## config.mk

```make
export PLATFORM = sky130hd
export DESIGN_NAME = alu_arbiter
export DESIGN_NICKNAME = d
export VERILOG_FILES = /design/src/rtl/alu_arbiter.sv
export SDC_FILE = /design/constraint.sdc
export NUM_CORES = 1
export LEC_CHECK = 0
export ABC_AREA = 1
export CAP_MARGIN = 20
export CORE_ASPECT_RATIO = 0.5
export CORE_MARGIN = 1.5
export CORE_UTILIZATION = 33
export CTS_CLUSTER_DIAMETER = 50
export DETAILED_ROUTE_END_ITERATION = 10
export GPL_ROUTABILITY_DRIVEN = 0
export PLACE_DENSITY = 0.81
export SYNTH_ARGS = -nofsm -noshare
export SYNTH_HDL_FRONTEND = slang
export SYNTH_SLANG_ARGS = --single-unit
```

## constraint.sdc

```tcl
create_clock -name clk -period 1.4 [get_ports clk]
set_input_delay 0.35 -clock clk [delete_from_list [all_inputs] [get_ports clk]]
set_output_delay 0.35 -clock clk [all_outputs]
set_load 0.03 [all_outputs]
```

## src/rtl/alu_arbiter.sv

```systemverilog
// alu_arbiter: shares one combinational ALU between two requesters.
// Requests are accepted over valid/ready with round-robin arbitration, the
// ALU is driven from registered operands for one EXEC cycle, and the
// registered result is returned to the granted requester.
// Optional feature macro: ALU_OPCHECK_EN (illegal ctrl codes are replaced by
// 0000 at the ALU and answered with result=0, zero=1, err=1).
module alu_arbiter #(
   parameter int WIDTH = 32,
   parameter int CTRLW = 4
) (
   input  logic             clk,
   input  logic             rst,
   input  logic             req0_valid,
   output logic             req0_ready,
   input  logic [WIDTH-1:0] req0_a,
   input  logic [WIDTH-1:0] req0_b,
   input  logic [CTRLW-1:0] req0_ctrl,
   input  logic             req1_valid,
   output logic             req1_ready,
   input  logic [WIDTH-1:0] req1_a,
   input  logic [WIDTH-1:0] req1_b,
   input  logic [CTRLW-1:0] req1_ctrl,
   output logic             rsp0_valid,
   input  logic             rsp0_ready,
   output logic [WIDTH-1:0] rsp0_result,
   output logic             rsp0_zero,
   output logic             rsp0_err,
   output logic             rsp1_valid,
   input  logic             rsp1_ready,
   output logic [WIDTH-1:0] rsp1_result,
   output logic             rsp1_zero,
   output logic             rsp1_err,
   output logic [WIDTH-1:0] alu_a,
   output logic [WIDTH-1:0] alu_b,
   output logic [CTRLW-1:0] alu_ctrl,
   input  logic [WIDTH-1:0] alu_result,
   input  logic             alu_zero
);

   typedef enum logic [1:0] {IDLE, EXEC, RESP} state_t;

   state_t           state_reg, state_next;
   logic             last_grant_reg;
   logic             grant_reg;
   logic [WIDTH-1:0] a_reg, b_reg, result_reg;
   logic [CTRLW-1:0] ctrl_reg;
   logic             zero_reg;

   logic             win;
   logic             accept;
   logic [WIDTH-1:0] sel_a, sel_b;
   logic [CTRLW-1:0] sel_ctrl;
   logic             rsp_take;

`ifdef ALU_OPCHECK_EN
   logic illegal_reg;
   logic err_reg;
   logic illegal_in;

   // Classify the incoming ctrl code against the set the ALU implements.
   always_comb begin
      illegal_in = 1'b1;
      if (sel_ctrl == CTRLW'(4'b0000) || sel_ctrl == CTRLW'(4'b0001) ||
          sel_ctrl == CTRLW'(4'b0010) || sel_ctrl == CTRLW'(4'b0110) ||
          sel_ctrl == CTRLW'(4'b0111) || sel_ctrl == CTRLW'(4'b1100))
         illegal_in = 1'b0;
   end

   assign alu_ctrl = illegal_reg ? '0 : ctrl_reg;
   assign rsp0_err = err_reg;
   assign rsp1_err = err_reg;
`else
   assign alu_ctrl = ctrl_reg;
   assign rsp0_err = 1'b0;
   assign rsp1_err = 1'b0;
`endif

   // ALU operands come only from the latched registers, so they hold outside EXEC.
   assign alu_a = a_reg;
   assign alu_b = b_reg;

   assign rsp0_valid  = (state_reg == RESP) && !grant_reg;
   assign rsp1_valid  = (state_reg == RESP) &&  grant_reg;
   assign rsp0_result = result_reg;
   assign rsp1_result = result_reg;
   assign rsp0_zero   = zero_reg;
   assign rsp1_zero   = zero_reg;

   // Arbitration, handshake and next-state logic; a tie goes to the requester not granted last.
   always_comb begin
      win        = 1'b0;
      accept     = 1'b0;
      rsp_take   = 1'b0;
      state_next = state_reg;
      req0_ready = 1'b0;
      req1_ready = 1'b0;
      if (req0_valid && req1_valid)
         win = ~last_grant_reg;
      else if (req1_valid)
         win = 1'b1;
      sel_a    = win ? req1_a    : req0_a;
      sel_b    = win ? req1_b    : req0_b;
      sel_ctrl = win ? req1_ctrl : req0_ctrl;
      case (state_reg)
         IDLE: begin
            if (!rst && (req0_valid || req1_valid)) begin
               accept     = 1'b1;
               req0_ready = !win;
               req1_ready = win;
               state_next = EXEC;
            end
         end
         EXEC: state_next = RESP;
         RESP: begin
            rsp_take = grant_reg ? rsp1_ready : rsp0_ready;
            if (rsp_take)
               state_next = IDLE;
         end
         default: state_next = IDLE;
      endcase
   end

   // State, operand latch on acceptance and result capture at the end of EXEC.
   always_ff @(posedge clk) begin
      if (rst) begin
         state_reg      <= IDLE;
         last_grant_reg <= 1'b1;
         grant_reg      <= 1'b0;
         a_reg          <= '0;
         b_reg          <= '0;
         ctrl_reg       <= '0;
         result_reg     <= '0;
         zero_reg       <= 1'b0;
`ifdef ALU_OPCHECK_EN
         illegal_reg    <= 1'b0;
         err_reg        <= 1'b0;
`endif
      end else begin
         state_reg <= state_next;
         if (accept) begin
            a_reg          <= sel_a;
            b_reg          <= sel_b;
            ctrl_reg       <= sel_ctrl;
            grant_reg      <= win;
            last_grant_reg <= win;
`ifdef ALU_OPCHECK_EN
            illegal_reg    <= illegal_in;
`endif
         end
         if (state_reg == EXEC) begin
`ifdef ALU_OPCHECK_EN
            result_reg <= illegal_reg ? '0 : alu_result;
            zero_reg   <= illegal_reg | alu_zero;
            err_reg    <= illegal_reg;
`else
            result_reg <= alu_result;
            zero_reg   <= alu_zero;
`endif
         end
      end
   end

endmodule

```

==> summary.md <==
| Metric | Value |
|---|---|
| Post-synthesis sequential area ratio | 0.425 |
| Clk Latency, worst-skew pair | 0.34 ns |
| Wirelength per Cell | 14.7 um |
| Register area | 0.00210 mm2 |
| Flops & latches, synth | 105 |
| Top cell type's share of synthesized area | 0.425 |
| Fin crit share | 1.13 |
| Worst setup SP type | register |
| First-pass GRT wire length | 25.4 mm |
| Antenna violations before repair | 0 |
| Post-synth EDFFs | 0 |
| Hold_buf cts | 0 |
| Worst Setup Path Type | reg -> out |
| Pre-antenna DRT Iters | 4 |
| Grt ovf | 0 |
| Core area | 0.0145 mm2 |
| Crit path max-delay cell type | dfxtp_2 |
| CTS tree | done |
| Measured slew at the worst slew-check pin | 0.745 ns |
| Worst hold path type | in -> reg |
| YS warnings | 0 |
| Total CTS buffers | 9 |
| Avg Cell Area, Syn | 6.76 um2 |
| Routed Antenna Nets | 0 |
| Mapped Cells | 732 |
| Via/cell ratio | 4.69 |
| Slew Limit Fails | 0 |
| PortBufs | 312 |
| Critical path data arrival time | 1.23 ns |
| Final WL | 17.6 mm |
| Synth top area cells | dfxtp_1 42%, nand2_1 21%, a21oi_1 7.1% |
| Crit Path Max Fanout | 2 |
| Pin count of the biggest net entering global routing | 71 |
| Post-synthesis simple-gate area fraction | 0.345 |
| Main synth FF type | dfxtp_1 |
| Min setup slack post-route | -0.177 ns |
| Max stage delay on crit path | 0.34 ns |
| PD cells | 1040 mW/mm2 |
| Initial Util | 0.340 |
| Max Cap Viol | 0 |
| Tot Pwr | 0.00870 W |
| Synth cell types | 17 |
| Minimum clock period | 1.58 ns |
| Main combinational cell family by area after synthesis | simple AND/OR/NAND/NOR gates |
| Async SR Flop Fraction | 0 |
| CTS Sinks | 105 |
| Die Width | 176 um |
| Yosys top cell by area | dfxtp_1 |
| F_max | 634 MHz |
| Leak | 3.63 nW |
| Req. time, crit path | 1.05 ns |
| # IOs | 315 |
| Htree depth | 3 |
| Register clock-pin slew on the reported worst setup and hold paths | 0.07 ns |
| Proportion of synthesized area in mux cells | 0 |
| Share of cells above drive strength 1 | 0.197 |
| Nets | 1,170 |
| Violated checks | setup timing |
| Final Hold Fails | 0 |
| Clk_skew | 0.00936 ns |
| Rows | 31 |
| Adder-cell share of the synthesized area | 0 |
| Xor and xnor area share after synthesis | 0 |
| Slew headroom | 0.503 |
| Max clock buf depth | 2 |
| DRC Markers | 0 |
| Area growth syn-to-layout | 68.9% |
| Unrepaired setup endpoints after global routing | yes |
| Multi-input gate area in the final layout | 0.00228 mm2 |
| Crit. End Element | primary output |
| Post-Synthesis Cell Area | 0.00495 mm2 |
| Die Span Y | 89.6 um |
| DR vias | 5,615 |
| Status | finished, violations left |
| CP Cell Sequence | nor2_4 -> inv_2 -> nor2_8 -> nand2_4 -> clkinv_4 -> buf_6 |
| # setup viols final | 4 |
| Pre-CTS setup slack | -0.452 ns |
| Antenna Cells | 0 |
| Synth Area in Compound Gates | 0.106 |
| Fillcell total | 1,327 |
| Synth top cells by count | 278 x nand2_1, 105 x dfxtp_1, 71 x nor2_1 |
| Total GRT Usage | 0.202 |
| Most frequent cell after synthesis | nand2_1 |
| Max VDD drop | 0.639 mV |
| Starting DRT DRC Count | 338 |
| Die footprint | 0.0158 mm2 |
| Hpwl dp | 12.7 mm |
| Clock root cell | clkbuf_16 |
| Vias in the first global route | 5,190 |
[kinds of logic after synthesis]
family / after synthesis
DFF: 105
and+or+nand+nor: 424
AOI/OAI and AO/OA: 104
buffers and inverters: 98
other: 1
[layout by cell type (no fill, tap or decap), types with 3 or more instances in the layout]
cell type,instances
buf_4,55
clkdlybuf4s50_1,171
inv_8,3
inv_1,6
clkbuf_16,11
nand3_1,70
nor2_1,68
clkdlybuf4s15_2,51
inv_6,3
a21oi_1,70
dfxtp_1,103
o21ai_0,33
buf_12,20
nand2_1,278
buf_2,35
[area by class of cell]
class,count,area share
clock buffers,10,0.0274
multi-input cells,530,0.272
repair buffers,339,0.406
inverters,10,0.00599
well taps,198,0.0296
flip-flops and latches,105,0.252
clock inverters,6,0.00689
[metal layers]
layer	wire, um	track usage
met1	7100	0.236
met2	9230	0.378
met3	800	0.0396
met4	426	0.0668
met5	0	0
[what timing repair did]
action	CTS	global route
endpoints found under the setup margin	157	41
gates resized for setup	271	62
buffers inserted	0	2
gates cloned	0	2
pin swaps	1	3
[where the power goes]
part	switching [W]	internal (W)	total [W]	leakage (nW)
clock network	0.00120	0.00126	0.00246	0.142
logic	0.00158	0.00126	0.00284	2.63
registers	0.000171	0.00322	0.00339	0.861
[path summary, 6_finish.rpt]
path | startpoint | end | slack (ns) | cells past startpoint
setup / recovery | state_reg[1] | req1_ready | -0.18 | 6
hold / removal | rst | last_grant_reg | 0.30 | 3
setup reg to reg | state_reg[1] | alu_a[29] | 0.08 | 7
hold reg to reg | alu_a[20] | alu_a[20] | 0.47 | 2
[stage by stage]
step	utilization	cell area, um2	std cells	hold slack (ns)	TNS [ns]
2_1_floorplan	-	5010	733	0.462	-0.0130
3_3_place_gp	0.556	8080	1178	0.449	-26.25
4_1_cts	0.582	8460	1194	0.294	-0.782
3_5_place_dp	0.556	8080	1178	0.453	-29.57
6_report	0.575	8360	1198	0.305	-0.649
5_1_grt	0.575	8360	1198	0.311	-0.950
[worst max-delay path, delay by kind of cell (launching register included)]
| family | cells | cell delay [ns] |
|---|---|---|
| flip-flops | 1 | 0.34 |
| AND/OR/NAND/NOR | 3 | 0.31 |
| buffers and inverters | 3 | 0.23 |
(Power assumes the default switching activity.)
